$ cat src/rtl/r2fft_ostream.sv
// r2fft_ostream: drains the R2FFT result buffer over the DMA read port
// and streams the frame as valid/ready beats with index and exponent.
module r2fft_ostream #(
  parameter int FFT_LENGTH = 1024,
  parameter int FFT_DW = 16,
  parameter int BITREV = 0,
  parameter int FFT_N = $clog2(FFT_LENGTH)
) (
  input  logic clk,
  input  logic rst,
  input  logic done,
  input  logic signed [7:0] bfpexp,
  output logic dmaact,
  output logic [FFT_N-1:0] dmaa,
  input  logic signed [FFT_DW-1:0] dmadr_real,
  input  logic signed [FFT_DW-1:0] dmadr_imag,
  output logic m_valid,
  input  logic m_ready,
  output logic signed [FFT_DW-1:0] m_real,
  output logic signed [FFT_DW-1:0] m_imag,
  output logic [FFT_N-1:0] m_index,
  output logic m_last,
  output logic signed [7:0] m_bfpexp,
  output logic busy,
  output logic drained,
  output logic ovr
);
  typedef struct packed {
    logic [FFT_DW-1:0] re;
    logic [FFT_DW-1:0] im;
    logic [FFT_N-1:0] idx;
  } ent_t;

  typedef enum logic [1:0] {
    IDLE,
    STREAM,
    FLUSH
  } state_t;

  localparam logic [FFT_N-1:0] LAST = FFT_N'(FFT_LENGTH - 1);

  state_t state, state_nx;
  logic done_q, rise;
  logic [FFT_N-1:0] rc, fl_idx;
  logic inflight;
  logic [1:0] cnt, occ, cnt_nx;
  ent_t e0, e1, inc, l0, l1, head;
  logic pop, issue, fin;

  function automatic logic [FFT_N-1:0] bitrev(
    input logic [FFT_N-1:0] a
  );
    logic [FFT_N-1:0] r;
    for (int i = 0; i < FFT_N; i++)
      r[i] = a[FFT_N-1-i];
    return r;
  endfunction

  assign rise = done & ~done_q;
  assign inc = '{re: dmadr_real, im: dmadr_imag, idx: fl_idx};
  assign occ = cnt + {1'b0, inflight};
  assign cnt_nx = occ - {1'b0, pop};

  // read data in flight is visible at once, hiding the DMA latency
  assign m_valid = (cnt != 2'd0) | inflight;
  assign head = (cnt != 2'd0) ? e0 : inc;
  assign pop = m_valid & m_ready;
  assign issue = (state == STREAM) & ((occ < 2'd2) | pop);
  assign fin = (state == FLUSH) & (cnt_nx == 2'd0);

  assign dmaact = issue;
  assign dmaa = !issue ? '0 :
                (BITREV != 0) ? bitrev(rc) : rc;

  assign m_real = m_valid ? head.re : '0;
  assign m_imag = m_valid ? head.im : '0;
  assign m_index = m_valid ? head.idx : '0;
  assign m_last = m_valid & (head.idx == LAST);
  assign busy = (state != IDLE);

  // queue order: stored entries first, then the arriving read
  always_comb begin
    l0 = e0;
    l1 = e1;
    case (cnt)
      2'd0: l0 = inc;
      2'd1: l1 = inc;
      default: ;
    endcase
  end

  always_comb begin
    state_nx = state;
    unique case (state)
      IDLE: if (rise) state_nx = STREAM;
      STREAM: if (issue && rc == LAST) state_nx = FLUSH;
      FLUSH: if (fin) state_nx = IDLE;
      default: state_nx = IDLE;
    endcase
  end

  always_ff @(posedge clk or negedge rst) begin
    if (!rst) begin
      state <= IDLE;
      done_q <= 1'b0;
      rc <= '0;
      fl_idx <= '0;
      inflight <= 1'b0;
      cnt <= 2'd0;
      e0 <= '0;
      e1 <= '0;
      m_bfpexp <= '0;
      drained <= 1'b0;
      ovr <= 1'b0;
    end else begin
      state <= state_nx;
      done_q <= done;
      drained <= fin;
      inflight <= issue;
      cnt <= cnt_nx;
      if (issue) begin
        fl_idx <= rc;
        rc <= rc + 1'b1;
      end
      if (state == IDLE && rise) begin
        m_bfpexp <= bfpexp;
        rc <= '0;
      end
      if (state != IDLE && rise) ovr <= 1'b1;
      if (pop) begin
        e0 <= l1;
        e1 <= l1;
      end else begin
        e0 <= l0;
        e1 <= l1;
      end
    end
  end
endmodule

$ cat config.mk
export PLATFORM = sky130hd
export DESIGN_NAME = r2fft_ostream
export DESIGN_NICKNAME = d
export VERILOG_FILES = /design/src/rtl/r2fft_ostream.sv
export SDC_FILE = /design/constraint.sdc
export NUM_CORES = 1
export LEC_CHECK = 0
export ABC_AREA = 0
export CAP_MARGIN = 20
export CELL_PAD_IN_SITES_DETAIL_PLACEMENT = 2
export CELL_PAD_IN_SITES_GLOBAL_PLACEMENT = 2
export CORE_MARGIN = 2
export CORE_UTILIZATION = 33
export DETAILED_ROUTE_END_ITERATION = 16
export PLACE_DENSITY = 0.86
export SLEW_MARGIN = 25
export SYNTH_ARGS = -nofsm -noshare
export SYNTH_HDL_FRONTEND = slang
export SYNTH_SLANG_ARGS = --single-unit
export TNS_END_PERCENT = 10
$ cat constraint.sdc
create_clock -name clk -period 2.9 [get_ports clk]
set_clock_uncertainty 0.2 [all_clocks]
set_input_delay 0.58 -clock clk [delete_from_list [all_inputs] [get_ports clk]]
set_output_delay 0.58 -clock clk [all_outputs]
set_load 0.1 [all_outputs]
==> impl_metrics.toml <==
[layout]
fillCellCount = 1703
antenna-diode-count = 0
area_growth_syn_to_layout_pct = 44.8
ratio_of_cells_with_drive_above_1_in_the_final_layout = 0.349
final_cell_count_no_fill = 887
finalNetCount = 698

[logic_synthesis]
synth_area_leader_cell = "sky130_fd_sc_hd__dfrtp_1"
postSynthNetCount = 587
synthesis.area_um2 = 5770
yosysTopAreaCellShare = 0.521
ys_types = 45
avgSynthCellArea_um2 = 10.7
synthesis.yosys.warnings = 0
top_post_synthesis_cells_by_area = "sky130_fd_sc_hd__dfrtp_1 52%, sky130_fd_sc_hd__mux2_2 8.2%, sky130_fd_sc_hd__a31o_2 6.4%"
yosys_register_bits = 120
synth_sequential_area_ratio = 0.521
synthesis.instances = 540

[global_route]
grt_max_degree = 84
grt_overflow = 0
grt_first_pass_wirelength_mm = 33.0
first_global_vias = 5712
groute.usage.overall = 0.235
number_of_antenna_violations_at_the_first_check_in_global_routing = 0

[clocking]
cts-buffers-inserted = 17
deepest_level_of_the_cts_h_tree = 4
clkSinkCount = 120
clkLatencyLatePin_ns = 0.42
worst_setup_hold_path_clk_slew_ns = 0.05
cts.root.buffer_cell = "sky130_fd_sc_hd__clkbuf_16"
tritoncts = "done"
clock_tree.buffer_depth = 2

[setup_path]
worstPathRequired_ns = 2.12
worst_setup_path_end_kind = "output pin"
crit_family = "simple AND/OR/NAND/NOR gates"
worst_setup_path_start_kind = "register"
slowest_delay_ns = 0.44
timing.critical_path.fanout_max = 5
critical_path_class = "reg -> out"
timing.critical_path.cells = "ha_4, or3b_4, o211ai_4, clkinvlp_4, and2_4, buf_12"
cp_data_arrival_time_ns = 2.16
crit_slowest_cell = "sky130_fd_sc_hd__dfrtp_2"
worst-path-buf-inv = 2

[detailed_routing]
dr_total_vias = 4930
drt_pre_antenna_iters = 4
drc = 0
drc_marker_count_from_the_first_detailed_route_iteration = 185
wl_per_cell_um = 23.4
wirelength_mm = 20.7
ant_nets = 0
route.detailed.vias_per_inst = 5.56

[die]
initial_utilization = 0.336
coreArea_um2 = 17200
floorplan.die_area_um2 = 18500
die_h_um = 136
floorplan.io_pins = 110
floorplan.die.width_um = 136
row_count = 48

[run_status]
failing_checks = "setup timing"
status = "complete, but fails checks"

[sta]
slew-limit-headroom = 0.599
final.period_utilization = 1.01
slew_viol_final = 0
setup_viol = 3
period_minus_slack_ns = 2.94
fmax_mhz = 340
grt_setup_unrepaired = "yes"
setup-tns-final_ns = -0.0828
tightestPinTransition_ns = 0.601
fin_ws_ns = -0.0376
finalHoldViolCount = 0

[flow_run]
drv_cap = 0

[placement]
dpl.cell_count = 844
detailed_place_hpwl_mm = 12.7
port_buffers = 109
finalWeightedCongestion = 0.759

[hold_path]
worst_hold_path_type = "reg -> reg"
## through the flow
stage / area (um2) / util / worst slack (ns) / hold slack (ns)
finish: 8350 / 0.486 / -0.0376 / 0.281
global route: 8350 / 0.486 / -0.119 / 0.290
CTS: 8310 / 0.484 / -0.0285 / 0.283
detailed placement: 7620 / 0.444 / 0.262 / 0.272
global placement: 7620 / 0.444 / 0.309 / 0.262
floorplan: 5770 / - / -0.0157 / 0.0844
## cell usage in the layout (no fill, tap or decap), drive strengths merged, types with 2 or more instances in the layout
cell / instances
dfrtp: 120
buf: 93
and2: 51
nor2: 45
nand2: 44
mux2: 42
a31o: 42
a211oi: 41
o22ai: 41
clkdlybuf4s50: 41
clkbuf: 22
a21o: 10
inv: 7
a21oi: 6
nand3: 5
nand4: 5
clkinv: 5
o31ai: 3
mux2i: 3
clkinvlp: 3
ha: 3
nor4: 2
or4: 2
or2: 2
or3: 2
o21a: 2
o211ai: 2
nor3b: 2
## path summary, 6_finish.rpt
path                         from  endpoint  slack [ns]  depth (start not counted)
setup reg to reg           cnt[0]     rc[4]        0.48                          9
min in group asynchronous     rst    e1[28]        0.48                          2
max in group asynchronous     rst  inflight        1.07                          3
setup / recovery           cnt[0]   dmaa[8]       -0.04                          6
hold / removal                ovr       ovr        0.28                          1
hold reg to reg               ovr       ovr        0.28                          1
## Yosys cell counts (all sizes together)
cell type  number
and2           51
and4            1
or3             2
o21ai           1
xnor3           1
nand3           5
o31ai           3
buf            18
dfrtp         120
nand3b          1
nor2b           1
nor3            1
inv             7
a211oi         41
a21o           10
a31oi           1
a41o            1
ha              3
clkbuf         26
o32ai           1
xnor2           1
nor3b           2
nand2          44
a21oi           6
or4             2
or2             2
mux2i           3
nand2b          1
nor2           45
o211ai          2
a31o           42
and2b           1
o21a            2
mux2           42
nand4           5
or3b            1
or4b            1
o22ai          41
nor4            2
## cell families (layout without fill, tap and decap cells)
family                     count (synthesis)  in the layout  synth area share
xor gates and xnor gates                   2              2           0.00543
buffers and inverters                     51            173            0.0388
adders and majority gates                  3              3           0.00651
and+or+nand+nor                          168            168             0.146
DFF                                      120            120             0.521
AOI/OAI and AO/OA                        151            151             0.195
muxes                                     45             45            0.0872
## area by class of cell
| type | instances | area, um2 | area share |
|---|---|---|---|
| inverter | 7 | 28.8 | 0.00345 |
| timing repair buffer | 135 | 1870 | 0.224 |
| timing repair inverter | 1 | 7.51 | 0.000899 |
| tap | 225 | 282 | 0.0337 |
| clock inverter | 8 | 73.8 | 0.00884 |
| multi-input combinational | 369 | 2610 | 0.312 |
| sequential | 120 | 3010 | 0.360 |
| clock buffer | 22 | 474 | 0.0568 |
## timing repair
action / 4_1_cts / 5_1_grt
resized for setup: 14 / 9
cloned: 1 / 0
hold buffers: 1 / 0
endpoints found under the setup margin: 37 / 40
setup buffers: 9 / 2
endpoints found under the hold margin: 37 / 0
pin swaps: 5 / 0
## registers in the layout (all words and copies together) (netlist names)
signal	count
e1	42
inflight	1
m_bfpexp	8
cnt	2
rc	10
fl_idx	10
drained	1
state	2
e0	42
ovr	1
done_q	1
## worst reg2reg max path: stages (launching register included)
cell                         delay, ns
sky130_fd_sc_hd__dfrtp_2          0.44
sky130_fd_sc_hd__ha_4             0.18
sky130_fd_sc_hd__or3b_4           0.39
sky130_fd_sc_hd__o211ai_4         0.15
sky130_fd_sc_hd__clkinvlp_4       0.24
sky130_fd_sc_hd__buf_4            0.18
sky130_fd_sc_hd__buf_4            0.13
sky130_fd_sc_hd__buf_4            0.14
sky130_fd_sc_hd__nand4_1          0.10
sky130_fd_sc_hd__mux2i_1          0.20
## per-layer routing
layer | track usage | vias to the layer above | share of wire
met5 | 0 | - | 0
met1 | 0.285 | 2580 | 0.41
met4 | 0.0544 | 0 | 0.014
li1 | - | 2196 | -
met2 | 0.421 | 130 | 0.54
met3 | 0.0552 | 24 | 0.038
Power is not shown: default switching activity piles up to over one toggle a cycle in this logic, so the estimate is an artifact.
==> RTL edit 1: new RTL, same settings <==
Encoding of `state_t`: now one-hot (3 bits for 3 states).
--- a/src/rtl/r2fft_ostream.sv
+++ b/src/rtl/r2fft_ostream.sv
@@ -31,10 +31,10 @@
     logic [FFT_N-1:0] idx;
   } ent_t;
 
-  typedef enum logic [1:0] {
-    IDLE,
-    STREAM,
-    FLUSH
+  typedef enum logic [2:0] {
+    IDLE   = 3'b001,
+    STREAM = 3'b010,
+    FLUSH  = 3'b100
   } state_t;
 
   localparam logic [FFT_N-1:0] LAST = FFT_N'(FFT_LENGTH - 1);
Check against the original RTL: same outputs for any inputs over 10 cycles, from zero or initial values and one cycle with rst low; not proved beyond that.
==> RTL edit 1 against the original RTL <==
The run still ends with setup timing left; design area rose by 3.3%; synthesized cell count up 1.9%; sequential cell count up 1; die area increased by 1.5%; synthesized area grew 1.5%; routed wire length increased by 2.6%; highest routed layer unchanged; count of clock-buffer cells in the layout decreased by 5; core utilization is 1.2 points higher; worst setup slack improved by 0.00080 ns; final cell count increased by 1.8%.
Power is not shown: default switching activity piles up to over one toggle a cycle in this logic, so the estimate is an artifact.
==> RTL edit 1: results (changes against the original RTL) <==
RR Endpoint=state[2] (was rc[4]); GPL Wtd Cong=0.752 (was 0.759); Clock Buffer Count=17 (was 22); top post-synthesis cells by count=dfrtp_1 (120), and2_1 (50), nor2_1 (45) (was dfrtp_1 (120), and2_1 (51), nor2_1 (45), nand2_1 (44)); failing checks=setup timing (unchanged); DR vias/cell=5.53 (was 5.56); Inverters excl. clock=5 (was 8); Synth Area in Adders=0.00427 (was 0.00651); post-synthesis mux area share=0.0842 (was 0.0872); Multi-input gate area=2690 µm² (was 2610 µm²); XOR/XNOR Fraction of Synth Area=0.00898 (was 0.00543); met1 Resource Use GR=0.280 (was 0.285); DP HPWL=12900 µm (was 12700 µm); fillers=1699 (was 1703); hold endpoint=m_bfpexp[7] (was ovr); GRT Util Overall=0.233 (was 0.235); clk sinks=121 (was 120); Met1 Routed Length=8730 µm (was 8510 µm); met2 Track Usage GR=0.423 (was 0.421); Synth cell types=47 (was 45); met3 Usage GRT=0.0456 (was 0.0552); vias=4995 (was 4930); fraction of layout cells with a size suffix above 1=0.363 (was 0.349); status=finished with violations (unchanged); reg2reg start=inflight (was cnt[0]); worst-path fanout max=7 (was 5); WL met3=744 µm (was 781 µm); NumNets Final=711 (was 698); Setup TNS=-0.225 ns (was -0.0828 ns); final setup fails=9 (was 3); synth top area cells=dfrtp_1 (51%), mux2_2 (8.1%), a31o_2 (6.3%), and2_1 (5.3%), a211oi_1 (5.3%) (was dfrtp_1 (52%), mux2_2 (8.2%), a31o_2 (6.4%), and2_1 (5.5%), a211oi_1 (5.3%)); Slew @ Worst Pin=0.800 ns (was 0.601 ns); post-layout util=0.498 (was 0.486); Core ar.=17300 µm² (was 17200 µm²); hold_sp=m_bfpexp[7] (was ovr); initial antenna violation count=1 (was 0); DRT iter0 DRCs=322 (was 185); Final WS setup=-0.0368 ns (was -0.0376 ns); compound-gate portion of the synthesized area=0.197 (was 0.195); syn nets=596 (was 587); Placed Area=7710 µm² (was 7620 µm²)
RTL edit 1: changes by cell type in the layout (fill, tap and decap cells not counted), moves of 3 or more:
cell / before / now
nand3_1: 5 / 8
xnor2_1: 1 / 6
and3_1: 0 / 3
clkbuf_8: 3 / 0
clkinv_4: 1 / 4
bufinv_16: 1 / 5
RTL edit 1: worst max path at each step:
stage,from,to,slack (ns),cells past startpoint
final,inflight,dmaa[3],-0.04,7
after global routing,cnt[0],dmaa[3],-0.10,7
after CTS,inflight,dmaa[5],-0.04,6
after detailed placement,inflight,dmaa[3],0.13,6
after global placement,inflight,m_last,0.25,5
after floorplan,m_ready,dmaa[6],-0.04,6
RTL edit 1: repair_timing:
action / CTS / global route
setup buffers: 7 / 8
setup endpoints to repair: 44 / 17
cloned: 0 / 1
pin swaps: 0 / 3
resized for setup: 19 / 14
hold buffers: 1 / 0
hold endpoints to repair: 22 / 0
==> RTL edit 2: new RTL, same settings <==
Made on the original files. Set the parameter `FFT_LENGTH` to 512 (it was 1024).
--- a/src/rtl/r2fft_ostream.sv
+++ b/src/rtl/r2fft_ostream.sv
@@ -1,7 +1,7 @@
 // r2fft_ostream: drains the R2FFT result buffer over the DMA read port
 // and streams the frame as valid/ready beats with index and exponent.
 module r2fft_ostream #(
-  parameter int FFT_LENGTH = 1024,
+  parameter int FFT_LENGTH = 512,
   parameter int FFT_DW = 16,
   parameter int BITREV = 0,
   parameter int FFT_N = $clog2(FFT_LENGTH)
Interface: changed (resized dmaa and m_index); port bits go from 110 to 108. No check against the original RTL was run, so the function may have changed too.
==> RTL edit 2 against the original RTL <==
The run still ends with setup timing left; synthesized area up 4.8%; non-clock buffer count shrank 4; routed wire length rose by 2.6%; via count up 12%; design area increased by 4.3%; core utilization down 0.12 points; worst hold slack improved by 0.0037 ns; final cell count rose by 9.4%; fmax up 1.1%; worst setup slack improved by 0.031 ns; sequential cell count fell by 4; critical path type unchanged.
Power is not shown: default switching activity piles up to over one toggle a cycle in this logic, so the estimate is an artifact.
==> RTL edit 2: results (changes against the original RTL) <==
Synth cell types=43 (was 45); sequential cell area share=0.334 (was 0.360); clk sinks=116 (was 120); fillers=1811 (was 1703); worst-path fanout max=6 (was 5); Met1 Routed Length=8850 µm (was 8510 µm); DRT Pass-1 Iters=4 (unchanged); met2 Track Usage GR=0.382 (was 0.421); synth top area cells=dfrtp_1 (48%), nand2_1 (10%), mux2_2 (8.2%), o221a_2 (7.1%), o22a_1 (5.5%) (was dfrtp_1 (52%), mux2_2 (8.2%), a31o_2 (6.4%), and2_1 (5.5%), a211oi_1 (5.3%)); WL met3=939 µm (was 781 µm); Final WS setup=-0.00684 ns (was -0.0376 ns); DR vias/cell=5.68 (was 5.56); Worst path top cell family by delay=flip-flops (was simple AND/OR/NAND/NOR gates); largest net degree at the start of global routing=88 (was 84); Non-clock buffers=131 (was 135); Clock Buffer Count=23 (was 22); fraction of layout cells with a size suffix above 1=0.331 (was 0.349); worst path arrival time=2.13 ns (was 2.16 ns); hold path cells=2 (was 1); DRT iter0 DRCs=211 (was 185); DR top layer=met4 (unchanged); Multi-input comb cells=451 (was 369); met3 Usage GRT=0.0509 (was 0.0552); GPL Wtd Cong=0.764 (was 0.759); met2 wire length=11100 µm (about the same); Routed Wire Length=21300 µm (was 20700 µm); Slew headroom=0.339 (was 0.599); sequential cell area fraction in the yosys report=0.481 (was 0.521); Clock-cell share=0.0731 (was 0.0656); R2R depth=6 (was 9); Placed Area=7870 µm² (was 7620 µm²); top post-synthesis cells by count=nand2_1 (164), dfrtp_1 (116), mux2_2 (44), nand3_1 (43), a21oi_1 (42) (was dfrtp_1 (120), and2_1 (51), nor2_1 (45), nand2_1 (44)); NumNets Final=775 (was 698); RR Endpoint=rc[5] (was rc[4]); CP peak stage delay=0.45 ns; dominant class by area=multi-input gates (was flip-flops and latches); ys async rst share=1.00 (unchanged); reg2reg start=inflight (was cnt[0]); fraction of area in non-clock buffers=0.208 (was 0.224); syn nets=676 (was 587); Port Buffers=107 (was 109); met1 Resource Use GR=0.263 (was 0.285); status=finished with violations (unchanged); first-pass GRT wire length=33700 µm (was 33000 µm); multi-input combinational area share=0.347 (was 0.312); die footprint=19400 µm² (was 18500 µm²); Largest regs=e0 x41, e1 x41 (was e0 x42, e1 x42); Inverters excl. clock=11 (was 8); DP HPWL=12800 µm (was 12700 µm); failing checks=setup timing (unchanged); final setup fails=4 (was 3); crit path capture=dmaa[7] (was dmaa[8]); vias in the first global route=6230 (was 5712)
RTL edit 2: cell count changes in the layout (fill, tap and decap cells not counted), moves of 39 or more:
cell / change
a211oi_1: -40
and2_1: -43
o22ai_1: -39
nand2_1: +102
a31o_2: -41
RTL edit 2: timing repair:
item | 4_1_cts | 5_1_grt
hold buffers | 1 | 0
gates cloned | 1 | 1
endpoints found under the setup margin | 51 | 37
buffers inserted | 3 | 2
pin swaps | 2 | 2
resized for setup | 10 | 33
endpoints found under the hold margin | 13 | 0
RTL edit 2: worst min-delay path by stage:
stage | startpoint | end
after floorplan | rst | cnt[0]
after global placement | ovr | ovr
after detailed placement | e1[40] | e1[40]
after CTS | e1[40] | e1[40]
after global routing | e1[12] | e1[12]
final | m_bfpexp[5] | m_bfpexp[5]
RTL edit 2: kinds of logic (layout without fill, tap and decap cells):
| kind of cell | Yosys count | count (layout) | share of synthesized area |
|---|---|---|---|
| compound gates | 145 | 145 | 0.194 |
| flops | 116 | 116 | 0.481 |
| simple gates | 251 | 252 | 0.181 |
| mux | 47 | 47 | 0.0870 |
| buf+inv | 63 | 174 | 0.0443 |
| xor+xnor | 4 | 4 | 0.00704 |
| fa+ha+maj | 3 | 3 | 0.00621 |
RTL edit 2: through the flow:
stage / utilization / hold WS, ns / instances / worst slack (ns) / TNS (ns)
detailed placement: 0.438 / 0.276 / 929 / 0.0921 / 0
global route: 0.485 / 0.319 / 970 / -0.0715 / -0.758
finish: 0.485 / 0.284 / 970 / -0.00684 / -0.0113
CTS: 0.477 / 0.288 / 966 / 0.000668 / 0
global placement: 0.438 / 0.261 / 929 / 0.207 / 0
floorplan: - / 0.0844 / 629 / -0.108 / -0.755
